**src/rtl/complete_arbiter_pkg.sv**
```systemverilog
// Shared types and defaults for the complete-stage arbiter.
// Packet layout is shared with the FUs and passes through the arbiter untouched.
package complete_arbiter_pkg;

    localparam int NUM_FU_DEF = 4;
    localparam int CDB_W_DEF  = 2;

    typedef struct packed {
        logic        valid;
        logic        halt;
        logic        take_branch;
        logic [31:0] target_pc;
        logic [31:0] dest_value;
        logic [4:0]  rob_idx;
        logic        rd_mem;
        logic        wr_mem;
    } FU_COMPLETE_PACKET;

    typedef FU_COMPLETE_PACKET CDB_PACKET;

    function automatic int ptr_w(input int n);
        return (n > 1) ? $clog2(n) : 1;
    endfunction

endpackage

```
**src/rtl/complete_arbiter_if.sv**
```systemverilog
// FU-result / CDB bundle between the functional units and the complete arbiter.
// master = FU side (drives results, sees stalls and CDB), slave = arbiter.
interface complete_arbiter_if #(
    parameter int NUM_FU = complete_arbiter_pkg::NUM_FU_DEF,
    parameter int CDB_W  = complete_arbiter_pkg::CDB_W_DEF
) ();
    import complete_arbiter_pkg::*;

    localparam int CNT_W = $clog2(NUM_FU + 1);

    logic                             squash;
    logic              [NUM_FU-1:0]   fu_want_to_complete;
    FU_COMPLETE_PACKET [NUM_FU-1:0]   fu_packet_in;
    logic              [NUM_FU-1:0]   fu_stall;
    logic              [CDB_W-1:0]    cdb_valid;
    CDB_PACKET         [CDB_W-1:0]    cdb_packet_out;
    logic              [CNT_W-1:0]    pending_count;

    modport master (
        output squash, fu_want_to_complete, fu_packet_in,
        input  fu_stall, cdb_valid, cdb_packet_out, pending_count
    );

    modport slave (
        input  squash, fu_want_to_complete, fu_packet_in,
        output fu_stall, cdb_valid, cdb_packet_out, pending_count
    );

endinterface

```
**src/rtl/complete_arbiter_rr_select.sv**
```systemverilog
// Circular multi-grant picker: up to CDB_W requests starting at start_ptr, lane k gets the k-th hit.
// Purely combinational, no backpressure of its own.
module rr_select #(
    parameter int NUM_FU = 4,
    parameter int CDB_W  = 2,
    parameter int PTR_W  = 2
) (
    input  logic [NUM_FU-1:0]             req,
    input  logic [PTR_W-1:0]              start_ptr,
    output logic [CDB_W-1:0][NUM_FU-1:0]  lane_grant,
    output logic [CDB_W-1:0]              lane_vld,
    output logic [PTR_W-1:0]              last_idx
);

    logic [NUM_FU-1:0] avail;
    logic [PTR_W-1:0]  idx;

    function automatic logic [PTR_W-1:0] scan_idx(input logic [PTR_W-1:0] base, input int off);
        logic [PTR_W:0] sum;
        sum = {1'b0, base} + (PTR_W+1)'(off);
        if (sum >= (PTR_W+1)'(NUM_FU)) begin
            sum = sum - (PTR_W+1)'(NUM_FU);
        end
        return sum[PTR_W-1:0];
    endfunction

    // Lanes fill in scan order, so the last granted slot is the highest lane's pick.
    always_comb begin
        lane_grant = '0;
        lane_vld   = '0;
        last_idx   = start_ptr;
        avail      = req;
        idx        = '0;
        for (int k = 0; k < CDB_W; k++) begin
            for (int off = 0; off < NUM_FU; off++) begin
                idx = scan_idx(start_ptr, off);
                if (!lane_vld[k] && avail[idx]) begin
                    lane_grant[k][idx] = 1'b1;
                    lane_vld[k]        = 1'b1;
                    avail[idx]         = 1'b0;
                    last_idx           = idx;
                end
            end
        end
    end

endmodule

```
**src/rtl/complete_arbiter.sv**
```systemverilog
// One result slot per FU, round-robin onto CDB_W lanes; 1-cycle min latency, slot refills on grant.
// fu_stall[i] while slot i is held and not granted; squash drops slots and the cycle's inputs.
module complete_arbiter
    import complete_arbiter_pkg::*;
#(
    parameter int NUM_FU = NUM_FU_DEF,
    parameter int CDB_W  = CDB_W_DEF
) (
    input  logic              clock,
    input  logic              reset,
    complete_arbiter_if.slave bus
);

    localparam int PTR_W = ptr_w(NUM_FU);
    localparam int CNT_W = $clog2(NUM_FU + 1);

    logic              [NUM_FU-1:0]  slot_vld_q,  slot_vld_d;
    FU_COMPLETE_PACKET [NUM_FU-1:0]  slot_pkt_q,  slot_pkt_d;
    logic              [PTR_W-1:0]   rr_ptr_q,    rr_ptr_d;
    logic              [CNT_W-1:0]   pending_count_q, pending_count_d;

    logic [CDB_W-1:0][NUM_FU-1:0] lane_grant;
    logic [CDB_W-1:0]             lane_vld;
    logic [PTR_W-1:0]             last_idx;
    logic [NUM_FU-1:0]            slot_grant;
    CDB_PACKET [CDB_W-1:0]        cdb_pkt;

    rr_select #(
        .NUM_FU (NUM_FU),
        .CDB_W  (CDB_W),
        .PTR_W  (PTR_W)
    ) u_rr_select (
        .req        (slot_vld_q),
        .start_ptr  (rr_ptr_q),
        .lane_grant (lane_grant),
        .lane_vld   (lane_vld),
        .last_idx   (last_idx)
    );

    always_comb begin
        slot_grant = '0;
        cdb_pkt    = '0;
        for (int k = 0; k < CDB_W; k++) begin
            for (int i = 0; i < NUM_FU; i++) begin
                if (lane_grant[k][i]) begin
                    slot_grant[i] = 1'b1;
                    cdb_pkt[k]    = slot_pkt_q[i];
                end
            end
        end
    end

    // Outputs come from registered slots; only squash reaches them combinationally.
    assign bus.cdb_valid      = bus.squash ? '0 : lane_vld;
    assign bus.cdb_packet_out = cdb_pkt;
    assign bus.fu_stall       = bus.squash ? '0 : (slot_vld_q & ~slot_grant);
    assign bus.pending_count  = pending_count_q;

    always_comb begin
        slot_vld_d      = slot_vld_q;
        slot_pkt_d      = slot_pkt_q;
        rr_ptr_d        = rr_ptr_q;
        pending_count_d = '0;
        if (bus.squash) begin
            slot_vld_d = '0;
        end else begin
            for (int i = 0; i < NUM_FU; i++) begin
                if ((slot_grant[i] || !slot_vld_q[i]) && bus.fu_want_to_complete[i]) begin
                    slot_vld_d[i] = 1'b1;
                    slot_pkt_d[i] = bus.fu_packet_in[i];
                end else if (slot_grant[i]) begin
                    slot_vld_d[i] = 1'b0;
                end
            end
            if (|lane_vld) begin
                rr_ptr_d = (last_idx == PTR_W'(NUM_FU - 1)) ? '0 : last_idx + PTR_W'(1);
            end
        end
        for (int i = 0; i < NUM_FU; i++) begin
            pending_count_d = pending_count_d + CNT_W'(slot_vld_d[i]);
        end
    end

    always_ff @(posedge clock) begin
        if (!reset) begin
            slot_vld_q      <= '0;
            slot_pkt_q      <= '0;
            rr_ptr_q        <= '0;
            pending_count_q <= '0;
        end else begin
            slot_vld_q      <= slot_vld_d;
            slot_pkt_q      <= slot_pkt_d;
            rr_ptr_q        <= rr_ptr_d;
            pending_count_q <= pending_count_d;
        end
    end

endmodule
```
**src/flat_wrapper.sv**
```systemverilog
// flat-port wrapper written by rule: the top's interface ports become plain ports
module complete_arbiter_flat import complete_arbiter_pkg::*;
#(
    parameter int NUM_FU = NUM_FU_DEF,
    parameter int CDB_W  = CDB_W_DEF
)
  (clock, reset, bus_squash, bus_fu_want_to_complete, bus_fu_packet_in, bus_fu_stall, bus_cdb_valid, bus_cdb_packet_out, bus_pending_count);
  complete_arbiter_if #(.NUM_FU(NUM_FU), .CDB_W(CDB_W)) bus_i ();
  input  logic clock;
  input  logic reset;
  input wire logic [$bits(bus_i.squash)-1:0] bus_squash;
  input wire logic [$bits(bus_i.fu_want_to_complete)-1:0] bus_fu_want_to_complete;
  input wire logic [$bits(bus_i.fu_packet_in)-1:0] bus_fu_packet_in;
  output wire logic [$bits(bus_i.fu_stall)-1:0] bus_fu_stall;
  output wire logic [$bits(bus_i.cdb_valid)-1:0] bus_cdb_valid;
  output wire logic [$bits(bus_i.cdb_packet_out)-1:0] bus_cdb_packet_out;
  output wire logic [$bits(bus_i.pending_count)-1:0] bus_pending_count;
  assign bus_i.squash = bus_squash;
  assign bus_i.fu_want_to_complete = bus_fu_want_to_complete;
  assign bus_i.fu_packet_in = bus_fu_packet_in;
  assign bus_fu_stall = bus_i.fu_stall;
  assign bus_cdb_valid = bus_i.cdb_valid;
  assign bus_cdb_packet_out = bus_i.cdb_packet_out;
  assign bus_pending_count = bus_i.pending_count;
  complete_arbiter #(.NUM_FU(NUM_FU), .CDB_W(CDB_W)) u_core (.clock(clock), .reset(reset), .bus(bus_i));
endmodule
```
**config.mk**
```make
export PLATFORM = sky130hd
export DESIGN_NAME = complete_arbiter_flat
export DESIGN_NICKNAME = d
export VERILOG_FILES = /design/src/rtl/complete_arbiter_pkg.sv /design/src/rtl/complete_arbiter_if.sv /design/src/rtl/complete_arbiter_rr_select.sv /design/src/rtl/complete_arbiter.sv /design/src/flat_wrapper.sv
export SDC_FILE = /design/constraint.sdc
export NUM_CORES = 1
export LEC_CHECK = 0
export ABC_AREA = 1
export CAP_MARGIN = 40
export CORE_ASPECT_RATIO = 0.8
export CORE_MARGIN = 5
export CORE_UTILIZATION = 55
export DETAILED_ROUTE_END_ITERATION = 8
export GPL_TIMING_DRIVEN = 0
export PLACE_DENSITY = 0.91
export RECOVER_POWER = 100
export SKIP_CTS_REPAIR_TIMING = 1
export SYNTH_ARGS = -nofsm -noshare
export SYNTH_HDL_FRONTEND = slang
export SYNTH_HIERARCHICAL = 1
export SYNTH_SLANG_ARGS = --single-unit
```
**constraint.sdc**
```tcl
create_clock -name clock -period 12.46 [get_ports clock]
set_input_delay 2.492 -clock clock [delete_from_list [all_inputs] [get_ports clock]]
set_output_delay 2.492 -clock clock [all_outputs]
set_load 0.05 [all_outputs]
```
## After elaboration in Yosys (flattened, before gate mapping)

Index checks and enable logic that the tools add are counted.

| storage, ports and cells | value |
|---|---|
| flip-flop bits (word level) | 305 |
| input port bits | 303 |
| logic and storage cells | 200 |
| output and inout bits | 157 |

| operators by class | value |
|---|---|
| add/subtract/negate cells | 11 |
| bitwise gates (word level) | 20 |
| order comparisons | 12 |
| muxes and demuxes | 87 |
| reductions and logical operators | 34 |
| equality and inequality tests | 1 |

Operators with widths:

| cell | number |
|---|---|
| 74-bit 2-to-1 mux | 8 |
| 4-bit 2-to-1 mux | 17 |
| 1-bit 2-to-1 mux | 36 |
| 4-bit bitwise AND | 8 |
| 2-bit 2-to-1 mux | 14 |
| 4-bit bitwise OR | 6 |
| 4-bit inverter | 5 |
| 1-bit binary-select mux with 2-bit select | 8 |
| 1-bit logical AND | 14 |
| 2-bit by 3-bit < comparator with 1-bit output, second input constant | 4 |
| 1-bit zero test | 10 |
| 2-bit AND reduction | 5 |
| 3-bit >= comparator, second input constant | 3 |
| 1-bit demux with 2-bit select | 4 |
| 2-bit by 1-bit >= comparator with 1-bit output, second input constant | 4 |
| 2-bit by 1-bit subtractor with 2-bit output, second input constant | 4 |
| 2-bit by 2-bit adder with 3-bit output, second input constant | 2 |
| 3-bit by 1-bit adder with 3-bit output | 2 |
| 1-bit logical OR | 4 |
| 2-bit by 1-bit adder with 3-bit output, second input constant | 1 |
| 2-bit by 3-bit >= comparator with 1-bit output, second input constant | 1 |
| 1-bit by 1-bit adder with 2-bit output | 1 |
| 2-bit by 1-bit adder with 2-bit output, second input constant | 1 |
| 2-bit equality test, second input constant | 1 |
| other kinds (2) | 2 |

## Longest topological paths before layout

| logic depth | value |
|---|---|
| depth in word-level cells | 44 |
| mapped depth | 40 |

## Modules after synthesis

The synthesis kept the hierarchy.

By module, submodules not included:

| module | area an instance (µm²) | sequential area each (µm²) | times used | cells an instance |
|---|---|---|---|---|
| complete_arbiter | 19,052.0 | 6,105.9 | 1 | 3,234 |
| rr_select | 1,265.0 | 0.0 | 1 | 189 |

## Worst setup path after synthesis

OpenSTA, ideal clock, no wires.

| path | value |
|---|---|
| path kind | reg2out |
| start | reg u_core.rr_ptr_q[0] |
| end | out bus_fu_stall[3] |
| slack | 5.445 ns |
| stages on the path, launching flop included | 31 |
| data required time | 9.968 ns |
| buffers on the path | 3 |
| arrival time | 4.523 ns |
| path through | dfxtp_1 -> inv_1 -> clkbuf_4 -> ha_1 -> inv_2 -> nand3_2 -> nand4_1 -> nand3_2 -> nand3_4 -> nand2_2 -> nor2_4 -> nand2_4 -> nand2_4 -> nand3_4 -> nand4_2 -> nand3_1 -> nand3_2 -> nand2_4 -> nand3_2 -> nand3b_2 -> nand3_4 -> nand4_1 -> nand2_2 -> nand3_4 -> nand4_1 -> nand2_1 -> buf_2 -> nor2_2 -> nand2_2 -> buf_2 -> nor2_1 |

RTL lines:

| element | RTL line | text |
|---|---|---|
| start, declared | complete_arbiter.sv:19 | `logic [PTR_W-1:0] rr_ptr_q, rr_ptr_d;` |
| start signal, assigned | complete_arbiter.sv:93 | `rr_ptr_q <= rr_ptr_d;` |
| end, declared | flat_wrapper.sv:14 | `output wire logic [$bits(bus_i.fu_stall)-1:0] bus_fu_stall;` |

==> flow_summary.rst <==
.. list-table::
   :header-rows: 1

   * - Metric
     - Value
   * - Worst Setup EP
     - bus_cdb_packet_out[139]
   * - Data required time at the worst endpoint
     - between 9000 and 10000 ps
   * - Vias per inst
     - ~5.7
   * - Share of post-route cells with drive strength above 1
     - roughly 7%
   * - Max clock buf depth
     - 3
   * - Number of placed I/O pins
     - 460
   * - Total of warnings raised by yosys
     - 6
   * - Gate Count Post-Synth
     - between 3k and 4k
   * - Type of element launching the critical path
     - flop
   * - Final Hold Viols
     - 0
   * - Fraction of the mapped netlist area in simple logic gates
     - about two fifths
   * - Detailed-placement wirelength estimate
     - between 60000 and 70000 µm
   * - Reg2Reg Depth
     - 36
   * - Worst reg2reg setup slack
     - approximately 4400 ps
   * - Worst slew margin
     - about 4.6%
   * - CTS tree
     - built
   * - Cell area after technology mapping
     - 0.0203 mm²
   * - Vias after detailed routing
     - between 20k and 30k
   * - Number of antenna violations at the first check in global routing
     - 8
   * - Largest fanout on the critical path
     - 11
   * - Leading cell type in the layout, fill and taps excluded
     - nand2_1
   * - Post-DR wirelength/cell
     - about 19 µm
   * - Mux share of post-synthesis cell area
     - 0%
   * - Number of global-route vias before repair
     - about 23k
   * - Slowest stage cell on the critical path
     - dlygate4sd3_1
   * - Post-route clock skew
     - between 9 and 10 ps
   * - Remaining global-route overflow
     - 0
   * - Total power density per cell area
     - 333 mW/mm²
   * - Cell type with the highest aggregate area in the netlist
     - dfxtp_1
   * - Final worst path period need
     - ~11000 ps
   * - Initial DRT Pass Iterations
     - 8
   * - Htree depth
     - 2
   * - Signal arrival time at the worst endpoint
     - between 8000 and 9000 ps
   * - Combinational family with the most area after synthesis
     - simple AND/OR/NAND/NOR gates
   * - Floorplan die width
     - between 200 and 250 µm
   * - Maximum number of pins on one net before global-route repair
     - 14
   * - Average size of a mapped cell
     - slightly below 6 µm²
   * - Area growth syn-to-layout
     - 30.2%
   * - # placed instances
     - around 4.4k
   * - Top library cells by usage in the layout, fill and taps aside
     - 944 x nand2_1, 594 x a21oi_1, 464 x nand3_1
   * - Critical Setup Path Class
     - flop to primary output
   * - Initial cell density of the core
     - 55.2%
   * - Worst reg2reg path startpoint
     - u_core/rr_ptr_q[0]$_SDFFE_PN0P_
   * - Xor/xnor share of the synthesized area
     - less than 1%
   * - Static leakage power
     - between 10 and 15 nW
   * - Clock tree root driver cell
     - clkbuf_16
   * - Syn_nets
     - 3734
   * - Peak clock frequency supported by timing
     - 92.0 MHz
   * - Post-synthesis compound-gate area fraction
     - about 15%
   * - Die Height
     - approximately 180 µm
   * - Total length of routed met3 wires
     - 11300 µm
   * - Crit path largest cell delay
     - between 700 and 800 ps
   * - Total GRT Usage
     - between 30% and 40%
   * - Core Footprint
     - between 0.03 and 0.04 mm²
   * - Path class of the lowest-slack min-delay path
     - flop to flop
   * - Worst-case vdd ir drop
     - between 0.3 and 0.4 mV
   * - Length of routed met2 wiring
     - ~35000 µm
   * - Distinct cells, synth
     - 39
   * - Num CTS Buffers
     - 34
   * - Area of the die
     - ~0.04 mm²
   * - Total routed wirelength
     - 83200 µm
   * - Global-route wire length before repair
     - approximately 130000 µm
   * - R2r endpoint
     - u_core/bus.pending_count[1]$_SDFF_PN0_
   * - Layout net count
     - between 4k and 5k
   * - Share of synthesized area occupied by flip-flops and latches
     - 30.1%
   * - Count of antenna-violating nets left after detailed routing
     - 0
   * - Crit path from
     - u_core/rr_ptr_q[0]$_SDFFE_PN0P_
   * - Adder-Cell Fraction of Synth Area
     - less than 1%
   * - Unrepaired setup endpoints after global routing
     - false
   * - Number of cell rows
     - 63
   * - Uppermost layer routed
     - met5
   * - Portion of synthesized cell area occupied by the leading cell type
     - 30.1%
   * - Final critical-path share of the clock period
     - 87.3%
   * - Total of endpoints with negative setup slack in the final report
     - 0
   * - Capturing element type of the critical path
     - primary output
   * - Run status
     - completed
   * - Clk sink count
     - just over 300
   * - Max-cap check violation count
     - 0
   * - Initial DRC Count
     - roughly 3.8k
   * - Residual DRC
     - 0
   * - Setup TNS
     - 0 ps
   * - Most area-consuming cells after synthesis
     - dfxtp_1 30%, nand2_1 17%, a21oi_1 15%, nand3_1 11%, inv_1 7.5%
   * - M1 wire length
     - about 32000 µm
   * - Weighted congestion reported at the end of routability-driven placement
     - about 1.0
   * - Final number of max-transition violations
     - 0
   * - Worst Tran Pin Value
     - 1430 ps
   * - Clock slew at reported path FFs
     - around 60 ps
   * - Fill cell instance count of the final layout
     - roughly 3.2k
   * - Flop and latch count out of synthesis
     - 305
   * - Clock latency on the worst-skew pair
     - around 520 ps
   * - Non-Filler Instances
     - around 4.4k
   * - Count of buffers from port buffering
     - 457
==> worst min-delay path by stage <==
stage | slack, ps | startpoint | to | cells after the start
floorplan | 450 | u_core/slot_pkt_q[212]$_SDFFE_PN0P_ | u_core/slot_pkt_q[212]$_SDFFE_PN0P_ | 2
global placement | 460 | u_core/slot_pkt_q[177]$_SDFFE_PN0P_ | u_core/slot_pkt_q[177]$_SDFFE_PN0P_ | 2
detailed placement | 470 | u_core/slot_pkt_q[148]$_SDFFE_PN0P_ | u_core/slot_pkt_q[148]$_SDFFE_PN0P_ | 2
CTS | 480 | u_core/slot_pkt_q[172]$_SDFFE_PN0P_ | u_core/slot_pkt_q[172]$_SDFFE_PN0P_ | 2
global route | 500 | u_core/slot_pkt_q[163]$_SDFFE_PN0P_ | u_core/slot_pkt_q[163]$_SDFFE_PN0P_ | 2
finish | 480 | u_core/slot_pkt_q[163]$_SDFFE_PN0P_ | u_core/slot_pkt_q[163]$_SDFFE_PN0P_ | 2
==> synthesized netlist by cell type, drive strengths merged <==
library cell / n
nand2: 954
a21oi: 595
nand3: 488
inv: 409
nor2: 331
dfxtp: 305
buf: 215
clkbuf: 71
nand4: 26
ha: 7
o21ai: 7
nand3b: 4
and3: 3
a31oi: 2
clkinv: 1
clkinvlp: 1
fa: 1
nor3: 1
o211ai: 1
xor2: 1
==> final cells by class <==
class	instances	area, µm²	area share (%)
Multi-Input combinational cell	2421	11000	41.5
Sequential cell	305	6110	23.1
Timing Repair Buffer	457	4570	17.3
Inverter	411	1550	5.85
Buffer	286	1540	5.84
Clock buffer	49	1050	3.97
Tap cell	487	609	2.30
Clock inverter	7	37.5	0.142
Antenna cell	6	15.0	0.0567
==> flip-flops by register name, summed over array words and instances (netlist names) <==
signal,count
u_core/slot_pkt_q,296
u_core/rr_ptr_q,2
u_core/slot_vld_q,4
u_core/bus.pending_count,3
==> routing by layer <==
metal	up-vias	track usage (%)
li1	11800	-
met1	11400	51.4
met4	6	18.6
met5	-	0
met3	328	9.42
met2	1784	58.2
==> critical path: cells and delay by family (launching register included) <==
| family | cells | cell delay (ps) |
|---|---|---|
| AND/OR/NAND/NOR | 22 | 3670 |
| adder cells (fa/ha/maj) | 1 | 500 |
| buffers and inverters | 7 | 3120 |
| flip-flops | 1 | 410 |
| AO/OA/AOI/OAI | 1 | 120 |
==> cell families (layout without fill, tap and decap cells) <==
group,after synthesis,after routing
flip-flops,305,305
XOR/XNOR,1,1
AO/OA/AOI/OAI,605,605
other,0,6
buffers and inverters,697,1210
adder cells (fa/ha/maj),8,8
AND/OR/NAND/NOR,1807,1807
==> stage by stage <==
stage | setup WS [ps] | area (µm²) | util [%] | hold slack (ps) | total power [mW]
3_5_place_dp | 3570 | 25500 | 69.3 | 467 | 7.88
2_1_floorplan | 5450 | 20300 | - | 452 | 5.67
4_1_cts | 2990 | 26600 | 72.2 | 480 | 8.90
3_3_place_gp | 3570 | 25500 | 69.3 | 459 | 7.83
6_report | 1590 | 26500 | 71.9 | 478 | 8.81
5_1_grt | 1220 | 26500 | 71.9 | 495 | 9.25
==> where the power goes <==
part | internal, mW | total [mW] | switching (mW)
Sequential | 1.09 | 1.17 | 0.0882
Combinational | 1.80 | 6.64 | 4.84
Clock | 0.583 | 1.00 | 0.418
Total | 3.47 | 8.81 | 5.34
(Power assumes the default switching activity.)
